`src/rtl/config_regfile.sv`:
```
// Address-windowed config register file: write/read via valid->ack, change strobes, optional shadowing (CONFIG_REGFILE_SHADOW_EN).
// Latency: ack/data_out one cycle after the accepting edge; with shadowing, regs follow commit by one cycle.
// Backpressure: none; a held valid is acknowledged once, then ignored until it drops.
module config_regfile #(
  parameter int                ADDR_W    = 4,
  parameter int                DATA_W    = 4,
  parameter int                N_REGS    = 4,
  parameter logic [ADDR_W-1:0] BASE_ADDR = 4'hC,
  parameter logic [DATA_W-1:0] READ_CODE = '1
) (
  input  logic                     clk,
  input  logic                     rst,
  input  logic [ADDR_W-1:0]        address,
  input  logic [DATA_W-1:0]        data,
  input  logic                     valid,
  input  logic                     commit,
  output logic                     ack,
  output logic [DATA_W-1:0]        data_out,
  output logic                     data_out_valid,
  output logic [N_REGS*DATA_W-1:0] regs,
  output logic [N_REGS-1:0]        reg_changed,
  output logic                     pending
);

  localparam int                RW     = N_REGS * DATA_W;
  localparam logic [ADDR_W:0]   WIN_LO = {1'b0, BASE_ADDR};
  localparam logic [ADDR_W:0]   WIN_HI = (ADDR_W+1)'(int'(BASE_ADDR) + N_REGS);

  typedef enum logic [1:0] {IDLE, ACK, HOLD} state_t;

  state_t              state, state_nxt;
  logic [ADDR_W-1:0]   req_off;
  logic [DATA_W-1:0]   req_dat;
  logic [RW-1:0]       act, act_nxt;
  logic [DATA_W-1:0]   rd_val;
  logic                in_win, is_resp, is_rd, is_wr;

  assign in_win  = ({1'b0, address} >= WIN_LO) && ({1'b0, address} < WIN_HI);
  assign is_resp = (state == ACK);
  assign is_rd   = is_resp && (req_dat == READ_CODE);
  assign is_wr   = is_resp && (req_dat != READ_CODE);
  assign regs    = act;

  always_comb begin
    state_nxt = state;
    case (state)
      IDLE:    if (valid && in_win) state_nxt = ACK;
      ACK:     state_nxt = valid ? HOLD : IDLE;
      HOLD:    if (!valid) state_nxt = IDLE;
      default: state_nxt = IDLE;
    endcase
  end

  always_comb begin
    rd_val = '0;
    for (int i = 0; i < N_REGS; i++) begin
      if (req_off == ADDR_W'(i)) rd_val = act[i*DATA_W +: DATA_W];
    end
  end

`ifdef CONFIG_REGFILE_SHADOW_EN
  logic [RW-1:0] shd, shd_nxt, snap;
  logic          commit_q;

  always_comb begin
    shd_nxt = shd;
    for (int i = 0; i < N_REGS; i++) begin
      if (is_wr && req_off == ADDR_W'(i)) shd_nxt[i*DATA_W +: DATA_W] = req_dat;
    end
  end

  // snap holds the shadow as it was at the commit edge, so a coinciding write waits for the next commit
  assign act_nxt = commit_q ? snap : act;

  always_ff @(posedge clk) begin
    if (!rst) begin
      shd      <= '0;
      snap     <= '0;
      commit_q <= 1'b0;
      pending  <= 1'b0;
    end else begin
      shd      <= shd_nxt;
      commit_q <= commit;
      if (commit) snap <= shd;
      pending  <= (shd != act);
    end
  end
`else
  logic unused_commit;
  assign unused_commit = commit;
  assign pending       = 1'b0;

  always_comb begin
    act_nxt = act;
    for (int i = 0; i < N_REGS; i++) begin
      if (is_wr && req_off == ADDR_W'(i)) act_nxt[i*DATA_W +: DATA_W] = req_dat;
    end
  end
`endif

  always_ff @(posedge clk) begin
    if (!rst) begin
      state          <= IDLE;
      req_off        <= '0;
      req_dat        <= '0;
      act            <= '0;
      ack            <= 1'b0;
      data_out_valid <= 1'b0;
      data_out       <= '0;
      reg_changed    <= '0;
    end else begin
      state <= state_nxt;
      // request fields are captured while idle and stay frozen through ACK/HOLD
      if (state == IDLE) begin
        req_off <= address - BASE_ADDR;
        req_dat <= data;
      end
      act            <= act_nxt;
      ack            <= is_resp;
      data_out_valid <= is_rd;
      data_out       <= is_rd ? rd_val : '0;
      for (int i = 0; i < N_REGS; i++) begin
        reg_changed[i] <= (act_nxt[i*DATA_W +: DATA_W] != act[i*DATA_W +: DATA_W]);
      end
    end
  end

endmodule
```
`config.mk`:
```
export PLATFORM = sky130hd
export DESIGN_NAME = config_regfile
export DESIGN_NICKNAME = d
export VERILOG_FILES = /design/src/rtl/config_regfile.sv
export SDC_FILE = /design/constraint.sdc
export NUM_CORES = 1
export LEC_CHECK = 0
export ABC_AREA = 1
export CAP_MARGIN = 5
export CORE_ASPECT_RATIO = 1.5
export CORE_MARGIN = 2
export CORE_UTILIZATION = 40
export CTS_CLUSTER_SIZE = 12
export DETAILED_ROUTE_END_ITERATION = 8
export PLACE_DENSITY = 0.65
export SKIP_LAST_GASP = 1
export SLEW_MARGIN = 20
export SYNTH_ARGS = -nofsm -noshare
export SYNTH_HDL_FRONTEND = slang
export SYNTH_SLANG_ARGS = --single-unit
export TNS_END_PERCENT = 5
```
`constraint.sdc`:
```
create_clock -name clk -period 1.75 [get_ports clk]
set_input_delay 0.35 -clock clk [delete_from_list [all_inputs] [get_ports clk]]
set_output_delay 0.35 -clock clk [all_outputs]
set_load 0.05 [all_outputs]
```
==> impl_metrics.yaml <==
yosys:
  synth_edf_count: 0
  synthArstFlopShare: 0
  synth_mux_area_frac: 0
  yosysMostFrequentCell: "dfxtp_1"
  yosys.area_share.simple: 0.344
  synth-seq-cells: 36
  syn-cell-area_sq_mm: 0.00183
  synth_nets: 250
  synth.area.top_cells: "dfxtp_1 (39%), nand4_1 (11%), nand2_1 (6.1%)"
  syn_inst: 237
  avgSynthCellArea_sq_um: 7.73
  synth_top_family_by_area: "simple AND/OR/NAND/NOR gates"
  yosysTopAreaCellShare: 0.393
  synth_compound_area_frac: 0.148
  ys_types: 27
  ys_seq_area_frac: 0.393
  yosysTopAreaCell: "dfxtp_1"
  synthTopCellsByCount: "dfxtp_1 (36), nand4_1 (32), nand2_1 (30)"
  synth_xor_area_frac: 0
  synthFlopType: "dfxtp_1"
  yosys_warnings: 0
  synthAdderAreaFrac: 0.00683
worst_setup_path:
  r2r-start: "req_dat[3]"
  crit_path_start_kind: "flip-flop"
  cp_max_fo: 32
  crit_type: "flip-flop to flip-flop"
  cp_top_family: "simple AND/OR/NAND/NOR gates"
  slowest_delay_ns: 0.50
  rr_endpoint: "reg_changed[1]"
  path_cells: "nand2_2, nor2_4, nor2_8, buf_4, nand4_1, nand2_1, nor2_1, a21oi_1"
  required_ns: 1.93
  rr_worst_depth: 8
  path_buf_inv: 1
  worst-path-stages: 8
  reg2reg_slack_ns: 0.24
  endpoint: "reg_changed[1]"
  critical_path_arrival_ns: 1.69
  slowest_stage: "dfxtp_1"
  worstSetupEndpointType: "flip-flop"
  worstSetupStartpoint: "req_dat[3]"
cells_and_area:
  fin_area_sq_mm: 0.00225
  final_util: 0.503
  fillers: 462
  layout-drive-gt1-share: 0.224
  multi_input_area_sq_um: 917
  seqCellArea_sq_um: 721
  n_antenna_cell: 0
  syn2layout_area_growth_pct: 22.7
  nNetsFinal: 289
routing:
  route.detailed.wl_per_inst_um: 12.8
  finalWirelength_um: 4150
  via_per_inst: 5.18
  drt_iter0_drc: 36
  first_pass_iters: 4
  vias: 1683
  drc: 0
  final_antenna_net_count: 0
clock_network:
  cts_resized: 0
  cts_hold_buffers: 0
  numCtsBuffers: 5
  cts_tree: "yes"
  worstSkewPairLatency_ns: 0.29
  clk_path_buf_depth: 2
  cts_root_buffer: "clkbuf_8"
  cts.sinks: 36
  post-cts-setup-buffer-count: 0
  clk_pin_slew_ns: 0.07
  cts-htree-levels: 2
grt:
  grt_usage: 0.180
  grt_pass1_vias: 1507
  grt_max_degree: 33
  antenna_found_initial: 0
  grt_pass1_wl_um: 7040
  grt-ovfl-total: 0
sta:
  setup_viol: 0
  hold_viol: 0
  fin_crit_ns: 1.51
  fin_skew_ns: 0.00699
  slew_viol_final: 0
  finalSetupTns_ns: 0
  timing.final.crit_share: 0.862
  fmax_mhz: 663
  rsz0062_at_grt: "false"
die:
  die_area_sq_mm: 0.00515
  placementRows: 30
  io_pins: 39
  die_h_um: 86.9
  start_util: 0.410
  coreArea_sq_mm: 0.00447
  fp.dieW_um: 59.3
pwr:
  seq_power_share: 0.508
  swShare: 0.275
  ir_worst_vdd_uv: 468
  power_mw: 1.69
  pwr-share-comb: 0.128
  power_leakage_nw: 0.896
  p_int_mw: 1.22
  power.switching_uw: 464
  powerDensity_mw_per_mm2: 750
  clkPwrFrac: 0.364
hold_path:
  min_path_type: "flip-flop to flip-flop"
job:
  drv_cap: 0
placed_design:
  dpl.hpwl_um: 3050
  port_buffers: 36
  placed_cell_area_sq_mm: 0.00216
  globalplace.congestion: 0.812
outcome:
  status: "finished, final reports clean"
==> power by group through the flow <==
| stage | clock (mW) | combinational (mW) | sequential (mW) |
|---|---|---|---|
| after CTS | 0.631 | 0.217 | 0.856 |
| after floorplan | 0 | 0.136 | 0.890 |
| after global placement | 0 | 0.214 | 0.875 |
| after global routing | 0.659 | 0.236 | 0.859 |
| final | 0.613 | 0.216 | 0.856 |
| after detailed placement | 0 | 0.217 | 0.875 |
==> sequential cells by signal, indices dropped and copies added (netlist names) <==
| name | count |
|---|---|
| regs | 16 |
| data_out | 4 |
| req_off | 4 |
| state | 2 |
| data_out_valid | 1 |
| ack | 1 |
| req_dat | 4 |
| reg_changed | 4 |
==> layer usage <==
metal	track usage	routed length, um
met5	0	0
met4	0.0661	84
met3	0.0357	171
met2	0.297	2120
met1	0.228	1780
==> area by class of cell <==
cell class,count,area share
Clock inverter,2,0.00445
Sequential cell,36,0.321
Clock buffer,6,0.0367
Inverter,30,0.0523
Timing Repair Buffer,42,0.151
Multi-Input combinational cell,161,0.408
Tap cell,48,0.0267
==> kinds of logic after synthesis <==
family | after synthesis
simple gates | 110
fa+ha+maj | 1
buf+inv | 40
flops | 36
other cells | 1
compound gates | 49
==> cells in the final DEF, fill, tap and decap left out <==
master,count
nor2_8,2
inv_1,20
nand2_4,2
clkbuf_8,6
buf_4,32
inv_4,2
nor2_1,28
clkinv_2,2
nand3_1,3
nor2_4,4
nor3_4,2
clkdlybuf4s50_1,10
ha_1,1
conb_1,1
a21oi_1,21
nand2_2,4
a211oi_1,8
nor2_2,2
inv_2,3
o21ai_1,8
nand2_1,30
nand4_1,32
clkinv_1,5
o22ai_1,4
o21ai_0,8
dfxtp_1,36
nand2_8,1
==> per-stage QoR <==
| step | worst slack, ns | cells | hold slack [ns] |
|---|---|---|---|
| after floorplan | 0.528 | 237 | 0.426 |
| after global placement | 0.264 | 317 | 0.442 |
| after detailed placement | 0.258 | 317 | 0.450 |
| after CTS | 0.240 | 325 | 0.461 |
| after global routing | 0.130 | 325 | 0.492 |
| final | 0.241 | 325 | 0.453 |
==> how the worst min path moves through the flow <==
stage               cells after the start        to  slack (ns)  startpoint
floorplan                               1  state[1]        0.43    state[1]
global placement                        1  state[1]        0.44    state[1]
detailed placement                      1  state[1]        0.45    state[1]
CTS                                     1  state[1]        0.46    state[1]
global route                            1  state[1]        0.49    state[0]
finish                                  1  state[1]        0.45    state[1]
No activity file was read; power rests on OpenSTA's default activity.
